## src/rtl/bist_pkg.sv

```systemverilog
// ---------------------------------------------------------------------------
// bist_pkg : shared types and constants for the logic-BIST response analyzer
// Rev 1.0
// ---------------------------------------------------------------------------
`default_nettype none

package bist_pkg;

  typedef enum logic [1:0] {
    S_IDLE    = 2'd0,
    S_COMPACT = 2'd1,
    S_COMPARE = 2'd2,
    S_DONE    = 2'd3
  } ora_state_e;

  localparam logic [15:0] DEFAULT_POLY = 16'h1021;
  localparam int          WDOG_W       = 16;

endpackage

`default_nettype wire

```

## src/rtl/bist_misr.sv

```systemverilog
// ---------------------------------------------------------------------------
// bist_misr : multiple-input signature register with sync clear, async reset
// Rev 1.0
// ---------------------------------------------------------------------------
`default_nettype none

module bist_misr #(
  parameter int               WIDTH = 16,
  parameter logic [WIDTH-1:0] POLY  = WIDTH'(16'h1021),
  parameter logic [WIDTH-1:0] SEED  = '0
) (
  input  logic             clk,
  input  logic             RST_N,
  input  logic             CLR,
  input  logic             EN,
  input  logic [WIDTH-1:0] DIN,
  output logic [WIDTH-1:0] SIG
);

  logic [WIDTH-1:0] sig_q;
  logic [WIDTH-1:0] sig_d;

  assign sig_d = {sig_q[WIDTH-2:0], 1'b0} ^ (sig_q[WIDTH-1] ? POLY : '0) ^ DIN;

  always_ff @(posedge clk or negedge RST_N) begin
    if (!RST_N) begin
      sig_q <= SEED;
    end else if (CLR) begin
      sig_q <= SEED;
    end else if (EN) begin
      sig_q <= sig_d;
    end
  end

  assign SIG = sig_q;

endmodule

`default_nettype wire

```

## src/rtl/bist_ora.sv

```systemverilog
// ---------------------------------------------------------------------------
// bist_ora : BIST output response analyzer (MISR compaction + golden compare)
// Optional watchdog enabled by defining BIST_ORA_TIMEOUT_EN.  Rev 1.0
// ---------------------------------------------------------------------------
`default_nettype none

module bist_ora
  import bist_pkg::*;
#(
  parameter int               WIDTH        = 16,
  parameter logic [WIDTH-1:0] POLY         = WIDTH'(DEFAULT_POLY),
  parameter logic [WIDTH-1:0] SEED         = '0,
  parameter logic [WIDTH-1:0] GOLDEN_SIG   = '0,
  parameter int               CNT_W        = 16,
  parameter logic [CNT_W-1:0] EXP_PATTERNS = '0,
  parameter int               TIMEOUT_CYC  = 1024
) (
  input  logic             clk,
  input  logic             RST_N,
  input  logic             CLR,
  input  logic             RSP_VALID,
  input  logic [WIDTH-1:0] RSP_DATA,
  input  logic             TPG_END,
  output logic             ORA_RES,
  output logic             PASS,
  output logic [WIDTH-1:0] SIGNATURE,
  output logic [CNT_W-1:0] PAT_CNT
`ifdef BIST_ORA_TIMEOUT_EN
  ,
  output logic             TIMEOUT
`endif
);

  ora_state_e       state_q, state_d;
  logic [CNT_W-1:0] cnt_q, cnt_d;
  logic             pass_q, pass_d;
  logic             res_q, res_d;
  logic [WIDTH-1:0] sig;
  logic             accept;
  logic             wdog_hit;

  assign accept = RSP_VALID && ((state_q == S_IDLE) || (state_q == S_COMPACT));

  bist_misr #(
    .WIDTH (WIDTH),
    .POLY  (POLY),
    .SEED  (SEED)
  ) u_misr (
    .clk   (clk),
    .RST_N (RST_N),
    .CLR   (CLR),
    .EN    (accept),
    .DIN   (RSP_DATA),
    .SIG   (sig)
  );

`ifdef BIST_ORA_TIMEOUT_EN
  logic [WDOG_W-1:0] wdog_q, wdog_d;
  logic              to_q, to_d;

  assign wdog_hit = (state_q == S_COMPACT) && (wdog_q == WDOG_W'(TIMEOUT_CYC - 1));
`else
  logic unused_cfg;

  assign wdog_hit   = 1'b0;
  assign unused_cfg = (TIMEOUT_CYC > WDOG_W);
`endif

  always_ff @(posedge clk or negedge RST_N) begin
    if (!RST_N) begin
      state_q <= S_IDLE;
    end else begin
      state_q <= state_d;
    end
  end

  always_comb begin
    state_d = state_q;
    unique case (state_q)
      S_IDLE: begin
        if (TPG_END)        state_d = S_COMPARE;
        else if (RSP_VALID) state_d = S_COMPACT;
      end
      S_COMPACT: begin
        if (TPG_END)        state_d = S_COMPARE;
        else if (wdog_hit)  state_d = S_DONE;
      end
      S_COMPARE: state_d = S_DONE;
      S_DONE:    state_d = S_DONE;
      default:   state_d = S_IDLE;
    endcase
    if (CLR) state_d = S_IDLE;
  end

  always_comb begin
    res_d  = 1'b0;
    pass_d = pass_q;
    cnt_d  = cnt_q;
    if (accept && !(&cnt_q)) cnt_d = cnt_q + 1'b1;
    if (state_q == S_COMPARE) begin
      res_d  = 1'b1;
      pass_d = (sig == GOLDEN_SIG) && ((EXP_PATTERNS == '0) || (cnt_q == EXP_PATTERNS));
    end
    // TPG_END outranks the watchdog because wdog_hit only wins when no end is seen
    if (wdog_hit && !TPG_END) begin
      res_d  = 1'b1;
      pass_d = 1'b0;
    end
    if (CLR) begin
      res_d  = 1'b0;
      pass_d = 1'b0;
      cnt_d  = '0;
    end
  end

`ifdef BIST_ORA_TIMEOUT_EN
  always_comb begin
    wdog_d = (state_q == S_COMPACT) ? wdog_q + 1'b1 : '0;
    to_d   = to_q || (wdog_hit && !TPG_END);
    if (CLR) begin
      wdog_d = '0;
      to_d   = 1'b0;
    end
  end

  always_ff @(posedge clk or negedge RST_N) begin
    if (!RST_N) begin
      wdog_q <= '0;
      to_q   <= 1'b0;
    end else begin
      wdog_q <= wdog_d;
      to_q   <= to_d;
    end
  end

  assign TIMEOUT = to_q;
`endif

  always_ff @(posedge clk or negedge RST_N) begin
    if (!RST_N) begin
      cnt_q  <= '0;
      pass_q <= 1'b0;
      res_q  <= 1'b0;
    end else begin
      cnt_q  <= cnt_d;
      pass_q <= pass_d;
      res_q  <= res_d;
    end
  end

  assign ORA_RES   = res_q;
  assign PASS      = pass_q;
  assign SIGNATURE = sig;
  assign PAT_CNT   = cnt_q;

endmodule

`default_nettype wire

```

## config.mk

```make
export PLATFORM = sky130hd
export DESIGN_NAME = bist_ora
export DESIGN_NICKNAME = d
export VERILOG_FILES = /design/src/rtl/bist_pkg.sv /design/src/rtl/bist_misr.sv /design/src/rtl/bist_ora.sv
export SDC_FILE = /design/constraint.sdc
export NUM_CORES = 1
export LEC_CHECK = 0
export ABC_AREA = 1
export BUFFER_PORTS_ARGS = -buffer_cell sky130_fd_sc_hd__buf_4
export CAP_MARGIN = 20
export CORE_UTILIZATION = 52
export DETAILED_ROUTE_END_ITERATION = 6
export GPL_TIMING_DRIVEN = 0
export PLACE_DENSITY = 0.8
export SLEW_MARGIN = 20
export SYNTH_ARGS = -nofsm -noshare
export SYNTH_HDL_FRONTEND = slang
export SYNTH_HIERARCHICAL = 1
export SYNTH_SLANG_ARGS = --single-unit
```

## constraint.sdc

```tcl
create_clock -name clk -period 1.6 [get_ports clk]
set_input_delay 0.08 -clock clk [delete_from_list [all_inputs] [get_ports clk]]
set_output_delay 0.08 -clock clk [all_outputs]
set_load 0.02 [all_outputs]
```

# After elaboration in Yosys (flattened, before gate mapping)
# Index checks and enable logic that the tools add are counted.
# W data, S select, Z words.
[totals] out_inout_bits=34 in_bits=21 reg_bits=36 wordCells=39
[op_classes] mux=14 n_addsub=1 eq_ne=5 reduce_logical=12 bitwise_logic=2
[ops] op="$mux W16" n=4
[ops] op="$xor A16 B16 Y16" n=2
[ops] op="$add A16 B1 Y16 const B" n=1
[ops] op="$logic_not A16 Y1" n=1
[ops] op="$reduce_and A16 Y1" n=1
[ops] op="$mux W13" n=1
[ops] op="$mux W2" n=4
[ops] op="$pmux W2 S3" n=1
[ops] op="$reduce_bool A2 Y1" n=3
[ops] op="$eq A2 B2 Y1 const B" n=2
[ops] op="$mux W1" n=4
[ops] op="$ne A4 B4 Y1 const B" n=1
[ops] op="$ne A3 B3 Y1 const B" n=1
[ops] op="$eq A2 B1 Y1 const B" n=1
[ops] op="$logic_and A1 B1 Y1" n=2
[ops] op="$logic_not A2 Y1" n=1
[ops] op="$reduce_and A2 Y1" n=1
[ops] op="$reduce_or A2 Y1" n=1
[ops] op="$logic_not A1 Y1" n=1
[ops] op="$logic_or A1 B1 Y1" n=1

# Longest topological paths before layout
# Gate-level depths: netlist of run 1.
[logic_depth] ltp_word=6 ltp_mapped=10 ltp_nobuf=9

# Modules after synthesis
# The synthesis of run 1 kept the hierarchy.
[by_module_without_submodules] mod="bist_ora" area_per_inst_um2=1255.0 cells_each=175 instances=1
[by_module_without_submodules] mod="bist_misr" area_per_inst_um2=822.0 cells_each=83 instances=1

# Least setup slack after synthesis of run 1
# Ideal clock, no wire load.
[synth_path] kind="register -> register" startpoint="register cnt_q[1] (netlist: PAT_CNT[1])" endpoint="register cnt_q[3] (netlist: PAT_CNT[3])" stages_incl_launch_ff=11 period_less_slack_ps=1590 setup_slack_ps=10 arrival_time_ps=1523 path_cell_list="dfrtp_1 > ha_1 > nand3_1 > inv_2 > nand2_4 > o21ai_4 > nand2_4 > inv_4 > buf_12 > nand2_1 > nand2_1"
[synth_between] elab_chain_len=4
[synth_rtl] item="start, declared" line="bist_ora.sv:35" text="logic [CNT_W-1:0] cnt_q, cnt_d;"
[synth_rtl] item="start signal, assigned" line="bist_ora.sv:145" text="cnt_q <= cnt_d;"
[synth_rtl] item="parallel branches: the longest is 4 deep, another holds $add A16 B1 Y16"
# Parallel ways; which one is timed is not known. The select of a mux whose other input is x is not followed.
# A chain may end at the register's enable or synchronous reset.

# Worst setup path in the final report of run 1
[layout_path] startpoint="register cnt_q[8] (netlist: PAT_CNT[8])" endpoint="register cnt_q[1] (netlist: PAT_CNT[1])"
[layout_between] elab_chain_len=4
[layout_rtl] item="$reduce_and A16 Y1" line="bist_ora.sv:99" text="if (accept && !(&cnt_q)) cnt_d = cnt_q + 1'b1;"
[layout_rtl] item="$logic_not A1 Y1" line="bist_ora.sv:99"
[layout_rtl] item="$logic_and A1 B1 Y1" line="bist_ora.sv:99"
[layout_rtl] item="$reduce_bool A2 Y1 (no source line)"
# No other way between the ends.

==> results of run 1 <==
## area by class of cell
class,instances,area (um^2),area share
timing repair buffer,62,468,0.173
buffer,5,46.3,0.0171
sequential,36,905,0.335
multi-input combinational,196,1060,0.393
tap,48,60.1,0.0222
clock buffer,6,72.6,0.0268
clock inverter,1,5.00,0.00185
inverter,21,83.8,0.0310
## metrics by stage
| step | hold WS [ps] | std cells | utilization | setup TNS [ps] |
|---|---|---|---|---|
| after CTS | 56.2 | 370 | 0.708 | 0 |
| after detailed placement | 66.7 | 360 | 0.679 | -219 |
| after floorplan | -216 | 258 | - | 0 |
| after global placement | 67.3 | 360 | 0.679 | -316 |
| final | 61.7 | 375 | 0.722 | 0 |
| after global routing | 76.9 | 375 | 0.722 | -0.728 |
## worst max path at each step
stage,start,endpoint,slack (ps),cells past startpoint
after floorplan,PAT_CNT[1]$_DFFE_PN0P_,PAT_CNT[3]$_DFFE_PN0P_,10,10
after global placement,PAT_CNT[0]$_DFFE_PN0P_,PAT_CNT[4]$_DFFE_PN0P_,-50,8
after detailed placement,PAT_CNT[0]$_DFFE_PN0P_,PAT_CNT[2]$_DFFE_PN0P_,-30,8
after CTS,PAT_CNT[0]$_DFFE_PN0P_,PAT_CNT[13]$_DFFE_PN0P_,30,10
after global routing,PAT_CNT[13]$_DFFE_PN0P_,PAT_CNT[13]$_DFFE_PN0P_,-0.7,9
final,PAT_CNT[8]$_DFFE_PN0P_,PAT_CNT[1]$_DFFE_PN0P_,90,9
## worst max-delay path: stages, from the launching register on
cell	delay [ps]
dfrtp_2	430
nand2_1	110
nor2_2	150
nand2_1	120
o21ai_4	200
nand2_4	100
inv_6	90
buf_12	130
nand2_1	50
nand2_1	50
## kinds of logic (layout without fill, tap and decap cells)
group | count (synthesis) | after routing | share of synthesized area
AO/OA/AOI/OAI | 26 | 26 | 0.0928
XOR/XNOR | 19 | 19 | 0.0801
adder cells (fa/ha/maj) | 1 | 1 | 0.00602
buffers and inverters | 26 | 95 | 0.0614
flip-flops | 36 | 36 | 0.434
AND/OR/NAND/NOR | 150 | 150 | 0.326
## metal layers
metal,up-vias,wire [um],track usage
met1,924,2360,0.349
met4,0,55,0.0625
met3,6,208,0.0573
met2,54,2390,0.392
met5,-,0,0
li1,971,-,-
## what timing repair did
item | 4_1_cts | 5_1_grt
endpoints found under the hold margin | 36 | 0
gates cloned | 0 | 0
pin swaps | 0 | 3
hold buffers | 1 | 0
setup endpoints to repair | 13 | 12
gates resized for setup | 1 | 8
setup buffers | 2 | 5
## state kept, by name, summed over array words and instances, names as in the netlist
name and flops:
state_q 2, PAT_CNT 16, PASS 1, u_misr/SIG 16, ORA_RES 1
## power breakdown
group	leakage, nW	internal (mW)	total, mW	switching, mW
logic	0.794	0.213	0.473	0.261
registers	0.485	0.961	1.02	0.0640
clock network	0.0410	0.296	0.599	0.303
## placed cells by master (no fill, tap or decap), types with 4 or more instances in the layout
| master | count |
|---|---|
| a21oi_1 | 4 |
| buf_4 | 62 |
| clkbuf_8 | 5 |
| dfrtp_1 | 33 |
| inv_1 | 15 |
| inv_2 | 5 |
| nand2_1 | 76 |
| nand3_1 | 20 |
| nand3b_1 | 4 |
| nand4_1 | 7 |
| nor2_1 | 26 |
| o21ai_0 | 6 |
| o21ai_1 | 4 |
| o21ai_2 | 7 |
| xnor2_1 | 16 |
==> out/results.txt, run 1 <==
Starting Density - 0.555
Crit Reg-Reg Endpoint - PAT_CNT[1]$_DFFE_PN0P_
vias per cell - 5.21
Final Hold Viols - 0
first-pass GRT wire length - 8090 um
synth warn - 6
Worst Hold Depth - 3
relative slew slack - 0.627
Yosys top cell area share - 0.434
max-slew violation count - 0
part of the cycle the worst path needs - 0.944
GRT Total Usage - 0.250
Avg Inst Size Synth - 8.05 um^2
Async SR Flop Fraction - 1.00
Worst VDD drop - 0.500 mV
post-synth top area cell - dfrtp_1
WL per Instance - 13.4 um
R2R Setup Slk - 90 ps
Setup crit start kind - flop
CTS tree - done
synthesized area - 2080 um^2
die height - 65.2 um
H-tree depth - 2
number of flops mapped to enable cells by yosys - 0
antenna cells - 0
share of layout cells above drive strength 1 - 0.318
final clock skew - 5.58 ps
power consumption - 2.10 mW
gpl congestion - 0.857
commonest cells in the synthesized netlist - nand2_1, dfrtp_1, nor2_1, nand3_1
highest net fanout along the worst path - 10
Hold/Removal Path Class - in2reg
Area Growth Syn to Fin - 30.2%
Reg clk slew, reported paths - 70 ps
CTS sink cnt - 36
clk buf depth - 2
max_cap viols - 0
Port Buf Inserts - 54
crit path DAT - 1730 ps
post-synth net total - 280
Final Cell Area - 2700 um^2
Syn Inst Count - 258
DR vias - 1955
largest net degree at the start of global routing - 37
dpl ws - -30.7 ps
Reg-to-Reg Start - PAT_CNT[8]$_DFFE_PN0P_
initial DRC count - 123
root buf cell - clkbuf_8
Layout Nets - 349
num rows - 22
Distinct cells, synth - 30
Num CTS Buffers - 5
top-count cell post-synth - nand2_1
vias in the first global route - 1750
Worst EP required - 1820 ps
Area contributors post-synth - dfrtp_1, nand2_1, xnor2_1
pwr dens - 776 nW/um^2
r2r worst-path depth - 9
die area - 4250 um^2
hold_sp - TPG_END
DRT Pass-1 Iters - 4
final WL - 5010 um
CP Capture Type - flop
Lkg Pwr - 1.32 nW
Synth Register Bits - 36
Remaining Overflow, GRT - 0
ys flop type - dfrtp_1
Hold EP - state_q[1]$_DFFE_PN0P_
highest clock rate - 0.662 GHz
final setup vio count - 0
Die Wd - 65.2 um
placed cell area - 2540 um^2
fill cell count - 306
sequential area share after synthesis - 0.434
Final HPWL DP - 3540 um
fin worst setup slack - 89.2 ps
status - finished, final reports clean
minimum clock period - 1510 ps
I/O Pins - 55
initial antenna violation count - 0
DRC - 0
critical path class - reg2reg
Worst Tran Pin Value - 560 ps
core area - 3740 um^2
worst skew pair latency - 280 ps
Post-DRT Antenna Nets - 0
Power figures use the tool's default switching activity.
==> run 2: changes to the inputs <==
--- a/config.mk
+++ b/config.mk
@@ -6,12 +6,12 @@
 export NUM_CORES = 1
 export LEC_CHECK = 0
 export ABC_AREA = 1
-export BUFFER_PORTS_ARGS = -buffer_cell sky130_fd_sc_hd__buf_4
 export CAP_MARGIN = 20
-export CORE_UTILIZATION = 52
+export CORE_UTILIZATION = 55
 export DETAILED_ROUTE_END_ITERATION = 6
+export DONT_BUFFER_PORTS = 1
 export GPL_TIMING_DRIVEN = 0
-export PLACE_DENSITY = 0.8
+export PLACE_DENSITY = 0.71
 export SLEW_MARGIN = 20
 export SYNTH_ARGS = -nofsm -noshare
 export SYNTH_HDL_FRONTEND = slang
==> constraint.sdc (replaced) <==
create_clock -name clk -period 1.6 [get_ports clk]
set_input_delay 0.4 -clock clk [delete_from_list [all_inputs] [get_ports clk]]
set_output_delay 0.4 -clock clk [all_outputs]
set_load 0.02 [all_outputs]
==> out/results.txt, run 2 (same netlist as run 1, synthesis figures left out) <==
Cell Count, Final, Fillers Out - 321 (-14%)
Setup crit start kind - flop
max_cap viols - 0 (unchanged)
CP Capture Type - flop
final WL - 4820 um (-3.9%)
final clock skew - 6.53 ps (+0.950 ps)
Setup crit start - PAT_CNT[0]$_DFFE_PN0P_
worst hold slack - 278 ps (+216 ps)
GRT busiest layer - met2
max-slew violation count - 0 (unchanged)
Reg-to-Reg Start - PAT_CNT[0]$_DFFE_PN0P_
DR vias - 1749 (-11%)
die height - 63.5 um (-2.7%)
DRT Pass-1 Iters - 4 (unchanged)
Worst VDD drop - 0.748 mV (+50%)
gpl congestion - 0.836 (-2.4%)
Layout Nets - 297 (-15%)
antenna cells - 0 (unchanged)
Crit Reg-Reg Endpoint - PAT_CNT[10]$_DFFE_PN0P_
share of layout cells above drive strength 1 - 0.273 (-0.0453)
Remaining Overflow, GRT - 0 (unchanged)
Reg clk slew, reported paths - 70 ps (about the same)
GRT Total Usage - 0.253 (+0.00233)
highest net fanout along the worst path - 6 (-4)
GRT met2 Usage - 0.408 (+0.0165)
Hold EP - state_q[1]$_DFFE_PN0P_
met1 Use GR - 0.331 (-0.0176)
Worst Tran Pin Value - 491 ps (-68.7 ps)
H-tree depth - 2 (unchanged)
CTS tree - done
num rows - 21 (-4.5%)
root buf cell - clkbuf_8
Final HPWL DP - 3360 um (-5.3%)
hold_sp - TPG_END
vias in the first global route - 1738 (-0.69%)
crit path DAT - 1800 ps (+70 ps)
first-pass GRT wire length - 7990 um (-1.3%)
Die Wd - 63.5 um (-2.7%)
vias per cell - 5.45 (+4.5%)
part of the cycle the worst path needs - 0.989 (+0.0450)
Util after Layout - 0.701 (-0.0210)
highest clock rate - 0.632 GHz (-4.5%)
die area - 4030 um^2 (-5.3%)
grt met3 use - 0.0743 (+0.0170)
Post-DRT Antenna Nets - 0 (unchanged)
RSZ-0062 raised after global routing - true
R2R Setup Slk - 20 ps (-70 ps)
Lkg Pwr - 1.08 nW (-18%)
most frequent cells in the layout - nand2_1, nor2_1, dfrtp_1, nand3_1, xnor2_1
WL per Instance - 15.0 um (+12%)
Worst EP required - 1820 ps (about the same)
critical path class - reg2reg
Worst Hold Depth - 2 (-1)
Sum Neg Setup Slack - 0 ps (unchanged)
clk buf depth - 2 (unchanged)
# placed instances - 304 (-16%)
CTS sink cnt - 36 (unchanged)
Num CTS Buffers - 5 (unchanged)
final setup vio count - 0 (unchanged)
status - finished, final reports clean
placed cell area - 2130 um^2 (-16%)
worst skew pair latency - 280 ps (about the same)
I/O Pins - 55 (unchanged)
initial DRC count - 115 (-6.5%)
initial antenna violation count - 0 (unchanged)
pwr dens - 863 nW/um^2 (+11%)
relative slew slack - 0.673 (+0.0458)
Final Hold Viols - 0 (unchanged)
Final Cell Area - 2430 um^2 (-10%)
largest net degree at the start of global routing - 37 (unchanged)
minimum clock period - 1580 ps (+72.0 ps)
Area Growth Syn to Fin - 17.1%
Starting Density - 0.599 (+0.0440)
core area - 3470 um^2 (-7.4%)
Port Buf Inserts - 0 (-100%)
r2r worst-path depth - 10 (+1)
Hold/Removal Path Class - in2reg
DRC - 0 (unchanged)
most common cell after layout, fill and taps aside - nand2_1
run 2: area by class of cell:
type	instances	area (um^2)
tap	46	57.6
multi-input combinational	196	1120
clock buffer	7	96.3
inverter	21	88.8
fill	296	1040
buffer	5	46.3
sequential	36	920
timing repair buffer	10	108
run 2: critical path: stages (launching register included):
cell,delay (ps)
dfrtp_2,480
ha_4,190
nand3_4,90
inv_4,80
nand2_4,60
o21ai_4,180
nand2_4,100
inv_8,90
clkbuf_16,140
nand2_1,50
nand2_1,60
run 2: through the flow:
stage          setup WS [ps]  power [mW]
6_report                17.1        2.10
3_5_place_dp            -203        1.36
4_1_cts                -4.61        2.10
5_1_grt                -59.9        2.19
3_3_place_gp            -172        1.36
2_1_floorplan           10.0        1.30
run 2: metal layers:
layer  wire length, um  up-vias
li1                  -      868
met1              2140      809
met3               355        8
met5                 0        -
met4                51        0
met2              2270       64
run 2: worst max-delay path by stage:
| stage | cells after the start | slack, ps | endpoint |
|---|---|---|---|
| final | 10 | 20 | PAT_CNT[10]$_DFFE_PN0P_ |
| after global placement | 8 | -170 | PAT_CNT[4]$_DFFE_PN0P_ |
| after detailed placement | 10 | -200 | PAT_CNT[1]$_DFFE_PN0P_ |
| after global routing | 10 | -60 | PAT_CNT[2]$_DFFE_PN0P_ |
| after floorplan | 10 | 10 | PAT_CNT[3]$_DFFE_PN0P_ |
| after CTS | 10 | -5 | PAT_CNT[1]$_DFFE_PN0P_ |
run 2: repair_timing:
item | 4_1_cts | 5_1_grt
pin swaps | 3 | 5
endpoints found under the setup margin | 15 | 19
buffers inserted | 4 | 3
hold buffers | 2 | 0
hold endpoints to repair | 36 | 0
resized for setup | 14 | 23
gates cloned | 0 | 1
run 2: power by group:
group | switching, mW | internal (mW) | leakage, nW
combinational | 0.177 | 0.140 | 0.561
clock | 0.307 | 0.383 | 0.0503
sequential | 0.131 | 0.960 | 0.465
==> run 3: changes to the inputs <==
--- a/config.mk
+++ b/config.mk
@@ -5,13 +5,12 @@
 export SDC_FILE = /design/constraint.sdc
 export NUM_CORES = 1
 export LEC_CHECK = 0
-export ABC_AREA = 1
 export CAP_MARGIN = 20
-export CORE_UTILIZATION = 55
+export CORE_UTILIZATION = 45
 export DETAILED_ROUTE_END_ITERATION = 6
 export DONT_BUFFER_PORTS = 1
 export GPL_TIMING_DRIVEN = 0
-export PLACE_DENSITY = 0.71
+export PLACE_DENSITY = 0.61
 export SLEW_MARGIN = 20
 export SYNTH_ARGS = -nofsm -noshare
 export SYNTH_HDL_FRONTEND = slang
==> out/results.txt, run 3 <==
fin worst setup slack - -312 ps (-330 ps)
Multi-input gate area - 1250 um^2 (+12%)
GRT busiest layer - met2
die area - 4710 um^2 (+17%)
post-synth net total - 222 (-21%)
relative slew slack - 0.673 (about the same)
CTS sink cnt - 36 (unchanged)
initial DRC count - 116 (+0.87%)
Lkg Pwr - 0.975 nW (-9.4%)
sequential area share after synthesis - 0.451 (+0.0171)
GRT met2 Usage - 0.395 (-0.0136)
Port Buf Inserts - 0 (unchanged)
power consumption - 2.04 mW (-2.9%)
synth warn - 6 (unchanged)
vias in the first global route - 1586 (-8.7%)
clk buf depth - 2 (unchanged)
Worst Tran Pin Value - 491 ps (-0.480 ps)
Starting Density - 0.482 (-0.117)
Worst EP required - 1770 ps (-50 ps)
Die Wd - 68.6 um (+8.2%)
pwr dens - 817 nW/um^2 (-5.4%)
I/O Pins - 55 (unchanged)
post-synth top area cell - dfrtp_1
final clock skew - 9.89 ps (+3.36 ps)
largest net degree at the start of global routing - 37 (unchanged)
fill cell count - 360 (+22%)
DRC - 0 (unchanged)
gpl congestion - 0.815 (-2.5%)
final setup vio count - 15 (+15)
critical path class - reg2reg
Util after Layout - 0.602 (-0.0989)
grt met3 use - 0.0839 (+0.00961)
Area Growth Syn to Fin - 24.9%
DRT Pass-1 Iters - 4 (unchanged)
failing checks - setup timing
minimum clock period - 1910 ps (+330 ps)
most frequent cells in the layout - nor2_1, dfrtp_1, a211oi_1, xnor2_1, nor2b_1
WL per Instance - 18.7 um (+25%)
core area - 4140 um^2 (+19%)
top-count cell post-synth - nor2_1
initial antenna violation count - 0 (unchanged)
Final HPWL DP - 3380 um (+0.82%)
Remaining Overflow, GRT - 0 (unchanged)
Setup crit start kind - flop
Layout Nets - 237 (-20%)
highest net fanout along the worst path - 5 (-1)
met1 Use GR - 0.271 (-0.0603)
number of flops mapped to enable cells by yosys - 0 (unchanged)
Area contributors post-synth - dfrtp_1, nor2_1, a211oi_1
ys flop type - dfrtp_1
Avg Inst Size Synth - 9.99 um^2 (+24%)
highest clock rate - 0.523 GHz (-17%)
antenna cells - 0 (unchanged)
Async SR Flop Fraction - 1.00 (unchanged)
Final Hold Viols - 0 (unchanged)
Worst VDD drop - 0.508 mV (-32%)
worst hold slack - 246 ps (-31.3 ps)
crit path DAT - 2080 ps (+280 ps)
Reg clk slew, reported paths - 70 ps (about the same)
part of the cycle the worst path needs - 1.20 (+0.206)
most common cell after layout, fill and taps aside - nor2_1
RSZ-0062 raised after global routing - true
commonest cells in the synthesized netlist - nor2_1, dfrtp_1, a211oi_1, xnor2_1, nor2b_1
Synth Register Bits - 36 (unchanged)
Syn Inst Count - 200 (-22%)
CTS tree - done
status - complete, but fails checks
GRT Total Usage - 0.234 (-0.0187)
Yosys top cell area share - 0.451 (+0.0171)
Hold/Removal Path Class - in2reg
max-slew violation count - 0 (unchanged)
final WL - 4980 um (+3.3%)
num rows - 23 (+9.5%)
Distinct cells, synth - 34 (+13%)
max_cap viols - 0 (unchanged)
synthesized area - 2000 um^2 (-3.8%)
root buf cell - clkbuf_8
DR vias - 1594 (-8.9%)
first-pass GRT wire length - 7780 um (-2.6%)
share of layout cells above drive strength 1 - 0.292 (+0.0189)
dpl ws - -507 ps (-304 ps)
worst skew pair latency - 290 ps (about the same)
Sequential Area - 912 um^2 (-0.82%)
vias per cell - 5.99 (+10%)
Num CTS Buffers - 5 (unchanged)
Post-DRT Antenna Nets - 0 (unchanged)
die height - 68.6 um (+8.2%)
H-tree depth - 2 (unchanged)
CP Capture Type - flop
==> run 3: where the power goes <==
group / switching (mW) / internal (mW) / total [mW]
Combinational: 0.131 / 0.128 / 0.258
Sequential: 0.118 / 0.953 / 1.07
Clock: 0.315 / 0.393 / 0.708
Total: 0.564 / 1.47 / 2.04
==> run 3: cell families after synthesis <==
group / share of synthesized area
simple gates: 0.221
flops: 0.451
compound gates: 0.113
xor+xnor: 0.0870
mux: 0.0883
buf+inv: 0.0338
fa+ha+maj: 0.00626
==> run 3: metal layers <==
layer  part of all wire  wire, um
met5                  0         0
met4             0.0088        44
met3              0.074       368
met2               0.51      2520
met1               0.41      2040
==> run 3: final timing paths <==
check,slack (ps),start,to,cells after the start
min in group asynchronous,560,RST_N,PAT_CNT[9]$_DFFE_PN0P_,2
worst min register to register,560,state_q[1]$_DFFE_PN0P_,state_q[1]$_DFFE_PN0P_,2
worst max-delay path,-310,PAT_CNT[1]$_DFFE_PN0P_,PAT_CNT[2]$_DFFE_PN0P_,6
worst max register to register,-310,PAT_CNT[1]$_DFFE_PN0P_,PAT_CNT[2]$_DFFE_PN0P_,6
worst min-delay path,250,TPG_END,state_q[1]$_DFFE_PN0P_,2
max in group asynchronous,840,RST_N,PAT_CNT[5]$_DFFE_PN0P_,2
==> run 3: repair_timing <==
item | in CTS | in global routing
gates resized for setup | 31 | 8
buffers inserted | 6 | 1
gates cloned | 1 | 0
endpoints found under the setup margin | 31 | 21
hold endpoints to repair | 36 | 0
pin swaps | 13 | 5
hold buffers | 2 | 0
==> run 3: final cells by class <==
class	count	area share
Buffer	10	0.0251
Clock buffer	8	0.0401
Multi-Input combinational cell	151	0.501
Inverter	2	0.00401
Tap cell	50	0.0251
Sequential cell	36	0.365
Timing Repair Buffer	9	0.0396
==> run 3: critical path, cell delays in order, from the launching register on <==
cell	delay (ps)
dfrtp_2	500
ha_4	190
and4_4	190
and3_4	220
buf_8	150
a21oi_1	190
mux2_2	360
==> run 3: per-stage QoR <==
step / instances / area, um^2 / setup TNS [ps]
after floorplan: 200 / 2100 / -3760
after global placement: 250 / 2170 / -6180
after detailed placement: 250 / 2170 / -6890
after CTS: 266 / 2500 / -4080
after global routing: 266 / 2500 / -4250
final: 266 / 2500 / -3610
